**src/rtl/scan_seq_pkg.sv**
```systemverilog
// Shared types and defaults for the scan sequencer and its period tracker.
package scan_seq_pkg;

  typedef enum logic [1:0] {
    IDLE    = 2'd0,
    ARM     = 2'd1,
    ACQUIRE = 2'd2,
    TRACK   = 2'd3
  } scan_state_t;

  localparam int CNT_W_DEFAULT = 32;
  localparam int GLITCH_W      = 8;

endpackage

```
**src/rtl/scan_sequencer_period_tracker.sv**
```systemverilog
// Remembers the last LTR/RTL periods, judges each new period against its
// same-direction predecessor and counts consecutive consistent periods.
module period_tracker
  import scan_seq_pkg::*;
#(
  parameter int CNT_W      = CNT_W_DEFAULT,
  parameter int LOCK_COUNT = 4,
  parameter int TOL_SHIFT  = 4
) (
  input  logic             clk,
  input  logic             reset,
  input  logic             record,
  input  logic             rec_dir,
  input  logic [CNT_W-1:0] period,
  input  logic             invalidate,
  input  logic             clear_count,
  output logic             in_tol,
  output logic             lock_hit
);

  localparam int              LC_W     = $clog2(LOCK_COUNT + 1);
  localparam logic [LC_W-1:0] LOCK_MAX = LC_W'(LOCK_COUNT);

  logic [CNT_W-1:0] prev_ltr;
  logic [CNT_W-1:0] prev_rtl;
  logic [CNT_W-1:0] prev_sel;
  logic [CNT_W-1:0] diff;
  logic             valid_ltr;
  logic             valid_rtl;
  logic             valid_sel;
  logic [LC_W-1:0]  count;
  logic [LC_W-1:0]  count_inc;

  // lock_hit tells the sequencer that this period completes the lock run.
  always_comb begin
    prev_sel  = rec_dir ? prev_rtl : prev_ltr;
    valid_sel = rec_dir ? valid_rtl : valid_ltr;
    diff      = (period >= prev_sel) ? (period - prev_sel) : (prev_sel - period);
    in_tol    = valid_sel && (diff <= (prev_sel >> TOL_SHIFT));
    count_inc = (count == LOCK_MAX) ? count : count + 1'b1;
    lock_hit  = in_tol && (count_inc == LOCK_MAX);
  end

  always_ff @(posedge clk or posedge reset) begin
    if (reset) begin
      prev_ltr  <= '0;
      prev_rtl  <= '0;
      valid_ltr <= 1'b0;
      valid_rtl <= 1'b0;
      count     <= '0;
    end else begin
      if (invalidate) begin
        valid_ltr <= 1'b0;
        valid_rtl <= 1'b0;
      end else if (record) begin
        if (rec_dir) begin
          prev_rtl  <= period;
          valid_rtl <= 1'b1;
        end else begin
          prev_ltr  <= period;
          valid_ltr <= 1'b1;
        end
      end
      if (clear_count) begin
        count <= '0;
      end else if (record) begin
        count <= in_tol ? count_inc : '0;
      end
    end
  end

endmodule

```
**src/rtl/scan_sequencer.sv**
```systemverilog
// Measures mirror scan periods from scan-end pulses, resolves direction and
// supervises lock, glitch rejection and loss-of-scan for the channel datapath.
module scan_sequencer
  import scan_seq_pkg::*;
#(
  parameter int CNT_W      = CNT_W_DEFAULT,
  parameter int MIN_SCAN   = 1000,
  parameter int TIMEOUT    = 2000000,
  parameter int LOCK_COUNT = 4,
  parameter int TOL_SHIFT  = 4
) (
  input  logic                clk,
  input  logic                reset,
  input  logic                enable,
  input  logic                edge_in,
  input  logic                dir_ref,
  input  logic                err_clr,
  output logic                dir,
  output logic [CNT_W-1:0]    t_ltr,
  output logic [CNT_W-1:0]    t_rtl,
  output logic                sync_start,
  output logic                locked,
  output logic                timeout_err,
  output logic                dir_err,
  output logic [GLITCH_W-1:0] glitch_cnt
);

  localparam logic [CNT_W-1:0] MIN_C     = CNT_W'(MIN_SCAN);
  localparam logic [CNT_W-1:0] TIMEOUT_C = CNT_W'(TIMEOUT);

  scan_state_t         state, state_n;
  logic [CNT_W-1:0]    cnt, cnt_n;
  logic                dir_n;
  logic [CNT_W-1:0]    t_ltr_n, t_rtl_n;
  logic                sync_n, locked_n, tmo_n, dir_err_n;
  logic [GLITCH_W-1:0] glitch_n;
  logic                accept, reject;
  logic                record, invalidate, clear_count;
  logic                in_tol, lock_hit;

  assign accept = edge_in && (state != IDLE) && ((state == ARM) || (cnt >= MIN_C));
  assign reject = edge_in && !accept;

  period_tracker #(
    .CNT_W      (CNT_W),
    .LOCK_COUNT (LOCK_COUNT),
    .TOL_SHIFT  (TOL_SHIFT)
  ) u_tracker (
    .clk         (clk),
    .reset       (reset),
    .record      (record),
    .rec_dir     (dir_ref),
    .period      (cnt),
    .invalidate  (invalidate),
    .clear_count (clear_count),
    .in_tol      (in_tol),
    .lock_hit    (lock_hit)
  );

  always_ff @(posedge clk or posedge reset) begin
    if (reset) begin
      state       <= IDLE;
      cnt         <= '0;
      dir         <= 1'b0;
      t_ltr       <= '0;
      t_rtl       <= '0;
      sync_start  <= 1'b0;
      locked      <= 1'b0;
      timeout_err <= 1'b0;
      dir_err     <= 1'b0;
      glitch_cnt  <= '0;
    end else begin
      state       <= state_n;
      cnt         <= cnt_n;
      dir         <= dir_n;
      t_ltr       <= t_ltr_n;
      t_rtl       <= t_rtl_n;
      sync_start  <= sync_n;
      locked      <= locked_n;
      timeout_err <= tmo_n;
      dir_err     <= dir_err_n;
      glitch_cnt  <= glitch_n;
    end
  end

  // The accept cycle counts as cycle 0 of the new scan, so cnt restarts at 1
  // and reads exactly the period when the next edge arrives.
  always_comb begin
    state_n     = state;
    cnt_n       = (cnt == TIMEOUT_C) ? cnt : cnt + 1'b1;
    dir_n       = dir;
    t_ltr_n     = t_ltr;
    t_rtl_n     = t_rtl;
    sync_n      = 1'b0;
    locked_n    = locked;
    tmo_n       = timeout_err;
    dir_err_n   = dir_err;
    glitch_n    = glitch_cnt;
    record      = 1'b0;
    invalidate  = 1'b0;
    clear_count = 1'b0;

    if (err_clr) begin
      tmo_n     = 1'b0;
      dir_err_n = 1'b0;
      glitch_n  = '0;
    end
    if (reject && (glitch_cnt != '1)) begin
      glitch_n = glitch_cnt + 1'b1;
    end

    if (!enable) begin
      state_n     = IDLE;
      cnt_n       = '0;
      locked_n    = 1'b0;
      invalidate  = 1'b1;
      clear_count = 1'b1;
    end else begin
      case (state)
        IDLE: begin
          state_n = ARM;
          cnt_n   = '0;
        end
        ARM: begin
          if (accept) begin
            dir_n   = ~dir_ref;
            sync_n  = 1'b1;
            cnt_n   = CNT_W'(1);
            state_n = ACQUIRE;
          end
        end
        ACQUIRE, TRACK: begin
          if (accept) begin
            cnt_n  = CNT_W'(1);
            sync_n = 1'b1;
            record = 1'b1;
            if (dir_ref) t_rtl_n = cnt;
            else         t_ltr_n = cnt;
            if (state == ACQUIRE) begin
              dir_n = ~dir_ref;
              if (lock_hit) begin
                locked_n = 1'b1;
                state_n  = TRACK;
              end
            end else if (dir_ref != dir) begin
              dir_err_n   = 1'b1;
              dir_n       = ~dir_ref;
              locked_n    = 1'b0;
              clear_count = 1'b1;
              state_n     = ACQUIRE;
            end else begin
              dir_n = ~dir;
              if (!in_tol) begin
                locked_n = 1'b0;
                state_n  = ACQUIRE;
              end
            end
          end else if (cnt == TIMEOUT_C) begin
            tmo_n       = 1'b1;
            locked_n    = 1'b0;
            invalidate  = 1'b1;
            clear_count = 1'b1;
            state_n     = ARM;
          end
        end
        default: state_n = IDLE;
      endcase
    end
  end

endmodule
```
**config.mk**
```make
export PLATFORM = sky130hd
export DESIGN_NAME = scan_sequencer
export DESIGN_NICKNAME = d
export VERILOG_FILES = /design/src/rtl/scan_seq_pkg.sv /design/src/rtl/scan_sequencer_period_tracker.sv /design/src/rtl/scan_sequencer.sv
export SDC_FILE = /design/constraint.sdc
export NUM_CORES = 1
export LEC_CHECK = 0
export CAP_MARGIN = 20
export CORE_MARGIN = 2
export CORE_UTILIZATION = 50
export CTS_CLUSTER_SIZE = 16
export DETAILED_ROUTE_END_ITERATION = 10
export DONT_BUFFER_PORTS = 1
export HOLD_SLACK_MARGIN = 0.05
export PLACE_DENSITY = 0.67
export SETUP_SLACK_MARGIN = 0.05
export SLEW_MARGIN = 10
export SYNTH_ARGS = -nofsm -noshare
export SYNTH_HDL_FRONTEND = slang
export SYNTH_SLANG_ARGS = --single-unit
```
**constraint.sdc**
```tcl
create_clock -name clk -period 6.7 [get_ports clk]
set_input_delay 1.675 -clock clk [delete_from_list [all_inputs] [get_ports clk]]
set_output_delay 1.675 -clock clk [all_outputs]
set_load 0.05 [all_outputs]
```
======== Yosys cells after proc, flatten, opt, wreduce, memory -nomap -nowiden ========
Cells that the tools add are included.
word-level totals
  bits in registers ....................... 180
  latch bits .............................. 0
  memory bits (writable) .................. 0
  ROM bits ................................ 0
  output and inout bits ................... 77
  logic and storage cells ................. 138
  memories kept ........................... 0
cells by class
  $add $sub $neg .......................... 5
  multiply operators ...................... 0
  div/mod/pow operators ................... 0
  magnitude comparators ................... 3
  eq/ne operators ......................... 20
  shift operators ......................... 0
  muxes and demuxes ....................... 66
  bitwise operators ....................... 3
  reductions and logical operators ........ 26
operator list
  cell                                                                                   count
  32-bit 2-to-1 mux                                                                      5
  32-bit case mux with 2 select lines                                                    1
  32-bit subtractor                                                                      2
  1-bit 2-to-1 mux                                                                       44
  32-bit by 1-bit adder with 32-bit output, second input constant                        1
  32-bit by 21-bit == test with 1-bit output, second input constant                      1
  32-bit by 10-bit greater-or-equal comparator with 1-bit output, second input constant  1
  32-bit greater-or-equal comparator                                                     1
  32-bit by 28-bit less-or-equal comparator with 1-bit output                            1
  4-bit AND reduction                                                                    5
  2-bit 2-to-1 mux                                                                       8
  8-bit 2-to-1 mux                                                                       2
  3-bit 2-to-1 mux                                                                       4
  4-bit inequality test, second input constant                                           3
  2-bit nonzero test                                                                     6
  8-bit by 1-bit adder with 8-bit output, second input constant                          1
  8-bit inequality test, second input constant                                           1
  3-bit == test, second input constant                                                   2
  1-bit logical AND                                                                      6
  6-bit inequality test, second input constant                                           1
  2-bit case mux with 3 select lines                                                     1
  3-bit AND reduction                                                                    2
  5-bit by 3-bit inequality test with 1-bit output, second input constant                1
  5-bit inequality test, second input constant                                           1
  16 further kinds                                                                       22

======== Depth between registers and ports, before layout ========
Gate-level depths: netlist of the first run.
  word-level depth ........................ 11
  mapped depth ............................ 28

======== Hierarchy ========
From an unflattened synthesis of the first run, not the netlist that was laid out.
second synthesis, totals
  cell total of the unflattened synthesis .. 1,317
  area total of the unflattened synthesis .. 12,473.2 µm²
modules (own cells, without submodules)
  module          times used  cells an instance  area each (µm²)  sequential area each (µm²)
  period_tracker  1           886                7,161.9          1,726.7
  scan_sequencer  1           431                5,311.3          2,777.7

======== Least setup slack after synthesis of the first run ========
No wires, ideal clock.
  kind .................................... input-to-reg
  start ................................... input port dir_ref
  end ..................................... register u_tracker.count[2]
  setup time .............................. 65 ps
  arrival time ............................ 6,770 ps
  required time ........................... 6,635 ps
  path slack .............................. -135 ps
  stages on the path ...................... 26
  buffers on the path ..................... 5
  cells stage by stage .................... buf_1 > buf_1 > mux2i_1 > inv_1 > ha_1 > buf_2 > a21oi_1 > o21ai_0 > a211o_1 > nor2_1 > a31o_2 > buf_4 > buf_2 > mux2i_1 > o21ai_0 > xor2_1 > ha_1 > nand4_1 > or4_1 > nor3_1 > nor2_1 > nor2_1 > o31a_1 > nand3_1 > a311oi_1 > o22a_1
on the way
  cells in the longest elaborated chain, start to end .. 8
  elaborated cells on any way between the ends .. 18
RTL lines
  what                                                                     line                                 RTL
  from (decl)                                                              scan_sequencer.sv:16                 input logic dir_ref,
  32-bit 2-to-1 mux                                                        scan_sequencer_period_tracker.sv:36  prev_sel = rec_dir ? prev_rtl : prev_ltr;
  32-bit subtractor or 32-bit greater-or-equal comparator (tied branches)  scan_sequencer_period_tracker.sv:38  diff = (period >= prev_sel) ? (period - prev_sel) : (prev_sel - period);
  32-bit 2-to-1 mux                                                        scan_sequencer_period_tracker.sv:38
  32-bit by 28-bit less-or-equal comparator with 1-bit output              scan_sequencer_period_tracker.sv:39  in_tol = valid_sel && (diff <= (prev_sel >> TOL_SHIFT));
  1-bit logical AND                                                        scan_sequencer_period_tracker.sv:39
  3-bit 2-to-1 mux                                                         scan_sequencer_period_tracker.sv:67  count <= in_tol ? count_inc : '0;
  3-bit 2-to-1 mux                                                         scan_sequencer_period_tracker.sv:66  end else if (record) begin
  3-bit 2-to-1 mux                                                         scan_sequencer_period_tracker.sv:64  if (clear_count) begin
  to (signal assigned)                                                     scan_sequencer_period_tracker.sv:67
  to (decl)                                                                scan_sequencer_period_tracker.sv:31  logic [LC_W-1:0] count;
Parallel ways exist; a longest one is shown, timed or not. The select of a mux whose other input is x is not followed.
A chain may end at the register's enable or synchronous reset.

======== Worst setup path after layout of the first run ========
Same ends and word-level chain as after synthesis.

==> impl_metrics.csv, run 1 <==
group,metric,value,unit
outcome,status,"finished clean",
worst_setup_path,cp_max_fo,39,
sta,fmax,158,MHz
cells_and_area,final_common_cell,"nand2_1",
cells_and_area,layout.cells.non_filler,1828,
clock_tree,path_clk_slew,0.07,ns
synth,avgSynthCellArea,8.23,um2
floorplanning,fp.dieH,158,um
synth,netlist_instances,1441,
cells_and_area,antennaDiodeCount,0,
clock_tree,cts.htree.levels,4,
worst_setup_path,crit_start,"dir_ref",
clock_tree,clockRootBuffer,"clkbuf_16",
worst_setup_path,crit_cells,25,
worst_setup_path,critPathTopFamily,"simple AND/OR/NAND/NOR gates",
run,maxCapViolCount,0,
hold_path,min_path_type,"flop to flop",
routing,num_vias,10526,
floorplanning,rows,56,
global_route,antenna_found_initial,0,
routing,ant_nets,0,
sta,slew_violations,0,
sta,min_period,6.32,ns
floorplanning,floorplan.initialDensity,50.7,%
sta,rsz0062_at_grt,"false",
worst_setup_path,critical_path.max_stage_delay,0.52,ns
worst_setup_path,r2r_cells,25,
synth,synth-edff-count,0,
clock_tree,cts_buffer_depth,2,
cells_and_area,mostFrequentLayoutCells,"nand2_1 (391), dfrtp_1 (180), buf_4 (104)",
global_route,grt_max_degree,74,
worst_setup_path,crit_top_cell,"buf_4",
routing,viasPerCell,5.76,
placement,dp_hpwl,27.0,mm
clock_tree,cts_tree,"built",
sta,fin_tns_setup,0,ns
routing,remaining_drc_errors,0,
synth,synth_top_area_share,38.0,%
worst_setup_path,end_kind,"flop",
floorplanning,ioPinCount,83,
worst_setup_path,r2r-start,"u_tracker.prev_rtl[9]$_DFFE_PP0P_",
worst_setup_path,cp.buffers_inverters,4,
synth,netlist_area,0.0119,mm2
floorplanning,dieArea,0.0250,mm2
worst_setup_path,start_kind,"primary input",
clock_tree,clock_latency,0.44,ns
worst_setup_path,crit_arrival,6.69,ns
worst_setup_path,cp.required,7.06,ns
floorplanning,dieWidth,158,um
cells_and_area,drive_gt1_share,11.8,%
power_and_ir_drop,power_density,174,mW/mm2
sta,max-slew-margin-rel,39.0,%
synth,synth_cell_type_count,76,
sta,fin_crit_sh,94.3,%
hold_path,hold_depth,2,
sta,clock_skew,0.0213,ns
hold_path,min-delay-start,"u_tracker.prev_ltr[17]$_DFFE_PP0P_",
sta,final_hold_viol_count,0,
power_and_ir_drop,ir_worst_vdd,180,uV
routing,drt_wl_total,35.1,mm
floorplanning,core,0.0234,mm2
synth,ys_ff_latch,180,
placement,io_buffers,0,
clock_tree,cts.sinks,180,
clock_tree,numCtsBuffers,17,
worst_setup_path,cp_slowest_cell,"or4_1",
sta,setup_viol_count_final,0,
sta,worst_pin_slew,0.916,ns
synth,syn-num-nets,1545,
synth,yosys_warnings,0,
global_route,grt_pass1_wl,56.2,mm
routing,drtPass1Iterations,5,
placement,place_inst,1796,
placement,routabilityCongestion,0.949,
cells_and_area,layout.nets,1600,
synth,synthArstFlopShare,100,%
synth,synth_largest_area_cell,"dfrtp_1",
cells_and_area,syn2layout_area_growth,12.6,%
worst_setup_path,path_class,"primary input to flop",
power_and_ir_drop,leakage,7.19,nW
global_route,track_usage,29.0,%
routing,wl_per_cell,19.2,um
synth,yosysSeqAreaShare,38.0,%
global_route,grt_pass1_vias,10128,
synth,ys.flop_type,"dfrtp_1",
synth,netlist_top_cells_area,"dfrtp_1 (38%), nand2_1 (12%), ha_1 (10%), a21oi_1 (4.0%), mux2i_1 (4.0%)",
global_route,grt_overflow,0,
routing,drt_iter0_markers,801,
## cells by family after synthesis
group / Yosys count / synth area share [%]
simple gates: 625 / 22.9
compound gates: 277 / 14.7
flops: 180 / 38.0
buf+inv: 151 / 5.25
fa+ha+maj: 98 / 10.5
xor+xnor: 58 / 4.28
mux: 52 / 4.44
## layout make-up
class	instances	area [um2]
inverter	82	313
fill	2142	10000
multi-input combinational	1110	6760
sequential	180	4500
tap	319	399
clock inverter	14	160
clock buffer	18	429
timing repair buffer	105	801
## power by group
part | switching, mW | internal, mW
registers | 0.0385 | 1.09
clock network | 0.496 | 0.502
logic | 0.110 | 0.0779
total | 0.645 | 1.67
## worst paths after layout
| check | to | slack [ns] |
|---|---|---|
| min | u_tracker.prev_ltr[17]$_DFFE_PP0P_ | 0.48 |
| max | u_tracker.count[2]$_DFFE_PP0P_ | 0.38 |
| min in group asynchronous | t_rtl[0]$_DFFE_PP0P_ | 1.11 |
| min reg2reg | u_tracker.prev_ltr[17]$_DFFE_PP0P_ | 0.48 |
| max reg2reg | u_tracker.count[2]$_DFFE_PP0P_ | 1.30 |
| max in group asynchronous | cnt[24]$_DFFE_PP0P_ | 4.29 |
## worst reg2reg max path, stage by stage, from the launching register on
cell and delay, ns:
dfrtp_1 0.38, mux2i_1 0.43, inv_1 0.09, ha_1 0.34, nand4_1 0.20, buf_4 0.22, nor2b_1 0.15, o211ai_1 0.12
a31o_2 0.27, buf_4 0.15, buf_4 0.19, nand2_1 0.08, o21ai_0 0.07, a221oi_1 0.26, o21ai_0 0.14, xor2_1 0.16
ha_1 0.32, nand4_1 0.11, or4_1 0.52, nor3_1 0.23, nor2_1 0.08, nor2_1 0.10, o31a_1 0.18, nand3_1 0.16
a311oi_1 0.25, o22a_1 0.16
## flip-flops by register name, summed over array words and instances (netlist names)
register             cells
dir_err                  1
state                    2
glitch_cnt               8
u_tracker.count          3
t_rtl                   32
u_tracker.prev_rtl      32
sync_start               1
timeout_err              1
cnt                     32
t_ltr                   32
dir                      1
u_tracker.valid_ltr      1
u_tracker.prev_ltr      32
u_tracker.valid_rtl      1
locked                   1
## cell usage after synthesis, types with 25 or more instances
cell / n
a21oi_1: 95
clkbuf_1: 35
ha_1: 96
buf_2: 25
mux2i_1: 47
inv_1: 82
xnor2_1: 41
o21ai_0: 72
dfrtp_1: 180
nand4_1: 28
nand2_1: 392
nor2_1: 100
## through the flow
| step | area, um2 | power (mW) | util (%) | setup WS, ns | hold WS, ns |
|---|---|---|---|---|---|
| floorplan | 11900 | 1.28 | - | 0.0522 | 0.445 |
| global placement | 12800 | 1.34 | 54.5 | 0.119 | 0.458 |
| detailed placement | 12800 | 1.34 | 54.5 | 0.0394 | 0.463 |
| CTS | 13400 | 2.34 | 57.1 | 0.476 | 0.481 |
| global route | 13400 | 2.40 | 57.1 | 0.0603 | 0.504 |
| finish | 13400 | 2.32 | 57.1 | 0.379 | 0.477 |
## repair_timing
action,4_1_cts,5_1_grt
resized for setup,0,4
hold buffers,0,0
endpoints found under the setup margin,0,1
setup buffers,0,0
hold endpoints to repair,0,0
## layer usage
layer | vias to the layer above | share of wire (%) | global-route usage (%)
li1 | 4981 | - | -
met1 | 5068 | 48 | 44.3
met2 | 426 | 41 | 40.8
met3 | 51 | 8.8 | 6.93
met4 | 0 | 2.2 | 8.15
met5 | - | 0 | 0
(Power assumes the default switching activity.)
==> run 2, diff against run 1 <==
--- a/config.mk
+++ b/config.mk
@@ -6,6 +6,7 @@
 export NUM_CORES = 1
 export LEC_CHECK = 0
 export CAP_MARGIN = 20
+export CORE_ASPECT_RATIO = 0.5
 export CORE_MARGIN = 2
 export CORE_UTILIZATION = 50
 export CTS_CLUSTER_SIZE = 16
@@ -17,4 +18,5 @@
 export SLEW_MARGIN = 10
 export SYNTH_ARGS = -nofsm -noshare
 export SYNTH_HDL_FRONTEND = slang
+export SYNTH_HIERARCHICAL = 1
 export SYNTH_SLANG_ARGS = --single-unit
==> impl_metrics.csv, run 2 <==
group,metric,value,unit
worst_setup_path,end_kind,"flop",
global_route,grt_overflow,0,
sta,slew_violations,0,
synth,yosysMostFrequentCell,"dfrtp_1",
clock_tree,cts_buffer_depth,2,
floorplanning,dieArea,0.0263,mm2
routing,ant_nets,0,
outcome,status,"complete, but fails checks",
worst_setup_path,cp_slowest_cell,"or4_4",
synth,synth-edff-count,0,
floorplanning,ioPinCount,83,
cells_and_area,antennaDiodeCount,0,
global_route,grt_pass1_vias,11044,
placement,routabilityCongestion,1.01,
sta,final_hold_viol_count,0,
routing,route.met3.wl,3.35,mm
clock_tree,cts_tree,"built",
cells_and_area,seqCellArea,0.00450,mm2
placement,place_inst,1853,
sta,rsz0062_at_grt,"true",
routing,m1WireLength,19.0,mm
sta,fmax,142,MHz
placement,io_buffers,0,
clock_tree,numCtsBuffers,17,
power_and_ir_drop,ir_worst_vdd,187,uV
synth,synth_largest_area_cell,"dfrtp_1",
clock_tree,cts.htree.levels,4,
global_route,grt_max_degree,83,
global_route,antenna_found_initial,0,
synth,netlist_instances,1317,
synth,netlist_top_cells_area,"dfrtp_1 (36%), ha_1 (9.8%), mux2_4 (7.2%), a21oi_1 (4.6%), mux2i_1 (3.9%)",
sta,min_period,7.03,ns
worst_setup_path,r2r_slack,0.54,ns
routing,drt_wl_total,41.9,mm
routing,drtPass1Iterations,6,
clock_tree,clockRootBuffer,"clkbuf_16",
synth,syn-num-nets,1423,
cells_and_area,layout.nets,1656,
global_route,grt_pass1_wl,64.0,mm
cells_and_area,final_common_cell,"buf_4",
synth,yosys_warnings,6,
global_route,track_usage,32.2,%
routing,num_vias,11262,
cells_and_area,drive_gt1_share,31.9,%
sta,max-slew-margin-rel,27.1,%
routing,wl_per_cell,22.1,um
sta,fin_crit_sh,105,%
synth,yosysSeqAreaShare,36.1,%
floorplanning,dieWidth,227,um
routing,viasPerCell,5.93,
routing,drt_iter0_markers,1082,
synth,synth_cell_type_count,70,
synth,avgSynthCellArea,9.47,um2
worst_setup_path,start_kind,"primary input",
cells_and_area,n_fill_cell,1909,
power_and_ir_drop,leakage,7.95,nW
worst_setup_path,critical_path.max_stage_delay,0.43,ns
sta,whs,0.481,ns
outcome,violations,"setup timing",
sta,setup_viol_count_final,5,
routing,top_layer_used,"met4",
clock_tree,clock_latency,0.44,ns
cells_and_area,syn2layout_area_growth,27.6,%
floorplanning,core,0.0242,mm2
worst_setup_path,path_class,"primary input to flop",
placement,dp_hpwl,31.8,mm
synth,synthArstFlopShare,100,%
cells_and_area,layout.cells.non_filler,1898,
clock_tree,cts.sinks,180,
power_and_ir_drop,power_density,153,mW/mm2
cells_and_area,mostFrequentLayoutCells,"buf_4 (277), dfrtp_1 (180), nand2_1 (109)",
sta,worst_pin_slew,1.09,ns
worst_setup_path,cp_max_fo,38,
floorplanning,rows,40,
floorplanning,floorplan.initialDensity,51.5,%
power_and_ir_drop,power,2.43,mW
routing,remaining_drc_errors,0,
clock_tree,path_clk_slew,0.07,ns
worst_setup_path,cp.required,7.02,ns
routing,dr_wl_met2,18.6,mm
synth,ys_ff_latch,180,
floorplanning,fp.dieH,116,um
worst_setup_path,crit_arrival,7.35,ns
synth,synth_common_cells,"dfrtp_1 (180), a21oi_1 (114), nand2_1 (111), ha_1 (98), inv_1 (94)",
sta,timing.final.ws_setup,-0.326,ns
synth,netlist_area,0.0125,mm2
run,maxCapViolCount,0,
synth,synth_top_area_share,36.1,%
sta,clock_skew,0.0156,ns
synth,ys.flop_type,"dfrtp_1",
cells_and_area,multiInputGateArea,0.00782,mm2
hold_path,min_path_type,"flop to flop",
==> run 2: changes by cell type in the layout (fill, tap and decap cells not counted), sizes merged, moves of 8 or more <==
cell	change
o21ai	+12
buf	+177
a21oi	+13
inv	+10
nand2	-283
mux2	+96
a31oi	+8
nor2	-24
and3	+9
xor2	+10
a21o	-11
==> run 2: critical path, delay by kind of cell <==
family | cells | cell delay [ns]
AND/OR/NAND/NOR | 8 | 2.13
adder cells (fa/ha/maj) | 2 | 0.58
multiplexers | 2 | 0.41
AO/OA/AOI/OAI | 12 | 2.09
XOR/XNOR | 1 | 0.16
buffers and inverters | 2 | 0.29
==> run 2: layer usage <==
layer,vias to the layer above,global-route usage [%]
li1,5160,-
met1,5579,46.0
met2,462,50.5
met3,61,5.91
met4,0,8.89
met5,-,0
==> run 2: path summary, 6_finish.rpt <==
path	from	to	cells past startpoint
worst max register to register	u_tracker/prev_ltr[2]$_DFFE_PP0P_	locked$_DFFE_PP0P_	27
worst min register to register	u_tracker/valid_ltr$_DFFE_PP0P_	u_tracker/valid_ltr$_DFFE_PP0P_	1
max in group asynchronous	reset	t_rtl[8]$_DFFE_PP0P_	3
min in group asynchronous	reset	t_rtl[23]$_DFFE_PP0P_	1
worst max-delay path	dir_ref	locked$_DFFE_PP0P_	27
worst min-delay path	u_tracker/valid_ltr$_DFFE_PP0P_	u_tracker/valid_ltr$_DFFE_PP0P_	1
==> run 2: metrics by stage <==
| step | TNS [ns] | worst slack [ns] | util [%] | area, um2 |
|---|---|---|---|---|
| after CTS | -0.377 | -0.246 | 64.6 | 15600 |
| final | -0.612 | -0.326 | 65.7 | 15900 |
| after global placement | -3.44 | -1.01 | 60.9 | 14800 |
| after detailed placement | -4.24 | -1.18 | 61.0 | 14800 |
| after global routing | -1.67 | -0.529 | 65.7 | 15900 |
| after floorplan | -2.03 | -0.775 | - | 12800 |
==> run 2: cell type report <==
type / instances / area share, %
tap: 336 / 2.64
clock buffer: 19 / 2.72
inverter: 94 / 2.23
multi-input combinational: 974 / 49.2
sequential: 180 / 28.3
timing repair buffer: 283 / 13.9
clock inverter: 12 / 1.08
==> run 2: kinds of logic (layout without fill, tap and decap cells) <==
logic type | count (synthesis) | after routing | share of synthesized area [%]
xor+xnor | 62 | 62 | 4.35
compound gates | 312 | 312 | 15.2
flops | 180 | 180 | 36.1
mux | 150 | 150 | 14.9
simple gates | 349 | 350 | 13.8
buf+inv | 164 | 408 | 5.48
fa+ha+maj | 100 | 100 | 10.2
==> run 2: power by group <==
group	total [mW]	internal [mW]	switching (mW)
Combinational	0.245	0.108	0.137
Clock	1.05	0.595	0.451
Sequential	1.14	1.09	0.0412
Total	2.43	1.80	0.629
==> run 2: repair_timing <==
item / CTS / global route
resized for setup: 35 / 37
setup endpoints to repair: 5 / 5
pin swaps: 15 / 13
buffers inserted: 7 / 4
hold buffers: 0 / 0
cloned: 2 / 0
==> run 3, diff against run 2 <==
--- a/config.mk
+++ b/config.mk
@@ -9,9 +9,11 @@
 export CORE_ASPECT_RATIO = 0.5
 export CORE_MARGIN = 2
 export CORE_UTILIZATION = 50
+export CTS_BUF_LIST = sky130_fd_sc_hd__clkbuf_8 sky130_fd_sc_hd__clkbuf_16
 export CTS_CLUSTER_SIZE = 16
 export DETAILED_ROUTE_END_ITERATION = 10
 export DONT_BUFFER_PORTS = 1
+export GPL_TIMING_DRIVEN = 0
 export HOLD_SLACK_MARGIN = 0.05
 export PLACE_DENSITY = 0.67
 export SETUP_SLACK_MARGIN = 0.05
==> impl_metrics.csv, run 3 (synthesis gave the netlist of run 2 again) <==
group,metric,value,unit
global_route,track_usage,29.8,%
worst_setup_path,critical_path.max_stage_delay,0.58,ns
sta,fin_crit_sh,117,%
clock_tree,numCtsBuffers,17,
power_and_ir_drop,leakage,6.99,nW
clock_tree,clockRootBuffer,"clkbuf_16",
sta,slew_violations,0,
sta,timing.final.ws_setup,-1.17,ns
cells_and_area,mostFrequentLayoutCells,"dfrtp_1 (180), nand2_1 (107), a21oi_1 (106)",
cells_and_area,antennaDiodeCount,0,
sta,fmax,127,MHz
global_route,grt_max_degree,59,
placement,io_buffers,0,
routing,remaining_drc_errors,0,
floorplanning,core,0.0242,mm2
clock_tree,cts_tree,"built",
clock_tree,cts.sinks,180,
cells_and_area,layout.nets,1466,
sta,fin_tns_setup,-4.54,ns
hold_path,min_path_type,"flop to flop",
worst_setup_path,start_kind,"primary input",
floorplanning,floorplan.initialDensity,51.5,%
worst_setup_path,end_kind,"flop",
routing,drtPass1Iterations,5,
clock_tree,cts_hold_buf,0,
worst_setup_path,path_class,"primary input to flop",
sta,min_period,7.87,ns
worst_setup_path,cp.required,7.06,ns
cells_and_area,final_common_cell,"dfrtp_1",
clock_tree,cts_buffer_depth,2,
power_and_ir_drop,ir_worst_vdd,184,uV
placement,placed_cell_area,0.0132,mm2
worst_setup_path,crit_top_cell,"or4_4",
global_route,antenna_found_initial,0,
global_route,grt_overflow,0,
clock_tree,path_clk_slew,0.07,ns
clock_tree,cts.htree.levels,4,
floorplanning,rows,40,
routing,ant_nets,0,
sta,final_hold_viol_count,0,
floorplanning,dieWidth,227,um
worst_setup_path,cp_slowest_cell,"or4_4",
sta,worst_pin_slew,0.855,ns
power_and_ir_drop,power,2.31,mW
placement,routabilityCongestion,1.02,
global_route,grt_pass1_vias,10082,
cells_and_area,stdcell_area,0.0146,mm2
worst_setup_path,cp_max_fo,8,
floorplanning,dieArea,0.0263,mm2
power_and_ir_drop,power_density,159,mW/mm2
floorplanning,fp.dieH,116,um
routing,wl_per_cell,22.4,um
routing,drt_iter0_markers,1225,
outcome,status,"complete, but fails checks",
placement,dp_hpwl,28.7,mm
sta,clock_skew,0.00801,ns
run,maxCapViolCount,0,
sta,max-slew-margin-rel,42.6,%
routing,viasPerCell,6.17,
routing,drt_wl_total,38.3,mm
routing,num_vias,10536,
worst_setup_path,crit_arrival,8.23,ns
cells_and_area,drive_gt1_share,21.7,%
global_route,grt_pass1_wl,59.1,mm
floorplanning,ioPinCount,83,
clock_tree,clock_latency,0.43,ns
cells_and_area,fin_util,60.1,%
sta,setup_viol_count_final,5,
cells_and_area,syn2layout_area_growth,16.8,%
outcome,violations,"setup timing",
sta,rsz0062_at_grt,"true",
-- run 3: changes by cell type in the layout (fill, tap and decap cells not counted), moves of 4 or more --
| cell | delta |
|---|---|
| mux2i_1 | -10 |
| o21ai_1 | +5 |
| buf_4 | -243 |
| buf_2 | +10 |
| buf_6 | +7 |
| mux2i_2 | +11 |
| clkbuf_8 | +6 |
| clkbuf_1 | +16 |
| inv_1 | +4 |
| o21ai_0 | -5 |
-- run 3: per-layer routing --
layer | vias to the layer above | routed length (um) | GRT usage, %
li1 | 4804 | - | -
met1 | 5220 | 18000 | 45.2
met2 | 460 | 16200 | 42.8
met3 | 52 | 3410 | 6.14
met4 | 0 | 755 | 8.41
met5 | - | 0 | 0
-- run 3: final cells by class --
| type | count | area, um2 |
|---|---|---|
| repair buffers | 38 | 378 |
| fillers | 2040 | 9660 |
| well taps | 336 | 420 |
| multi-input cells | 973 | 7880 |
| clock buffers | 18 | 439 |
| clock inverters | 14 | 104 |
| plain buffers | 56 | 477 |
| flip-flops and latches | 180 | 4500 |
| inverters | 94 | 360 |
-- run 3: worst paths after layout --
path	slack, ns	startpoint	endpoint	cells after the start
min in group asynchronous	1.02	reset	u_tracker/prev_rtl[23]$_DFFE_PP0P_	1
worst min register to register	0.49	u_tracker/prev_rtl[12]$_DFFE_PP0P_	u_tracker/prev_rtl[12]$_DFFE_PP0P_	2
max in group asynchronous	4.91	reset	t_ltr[2]$_DFFE_PP0P_	2
worst max-delay path	-1.17	dir_ref	locked$_DFFE_PP0P_	32
worst min-delay path	0.49	u_tracker/prev_rtl[12]$_DFFE_PP0P_	u_tracker/prev_rtl[12]$_DFFE_PP0P_	2
worst max register to register	-0.14	cnt[1]$_DFFE_PP0P_	locked$_DFFE_PP0P_	28
-- run 3: worst max-delay path: cells and delay by family --
family,cells,cell delay [ns]
adder cells (fa/ha/maj),2,0.59
AND/OR/NAND/NOR,10,2.63
multiplexers,1,0.27
XOR/XNOR,1,0.18
AO/OA/AOI/OAI,9,1.58
buffers and inverters,9,1.27
-- run 3: power by group --
group	switching (mW)	leakage (nW)	internal, mW	total [mW]
Clock	0.444	0.268	0.487	0.931
Combinational	0.142	4.21	0.101	0.243
Sequential	0.0404	2.51	1.10	1.14
-- run 3: what timing repair did --
action | in CTS | in global routing
hold endpoints to repair | 0 | 0
pin swaps | 18 | 20
setup buffers | 21 | 12
cloned | 3 | 0
setup endpoints to repair | 5 | 5
gates resized for setup | 63 | 54
-- run 3: stage by stage --
stage	instances	hold slack [ns]	setup WS, ns
global placement	1653	0.462	-2.15
global route	1709	0.512	-1.39
CTS	1707	0.488	-1.07
finish	1709	0.491	-1.17
floorplan	1317	0.449	-0.775
detailed placement	1655	0.472	-2.21
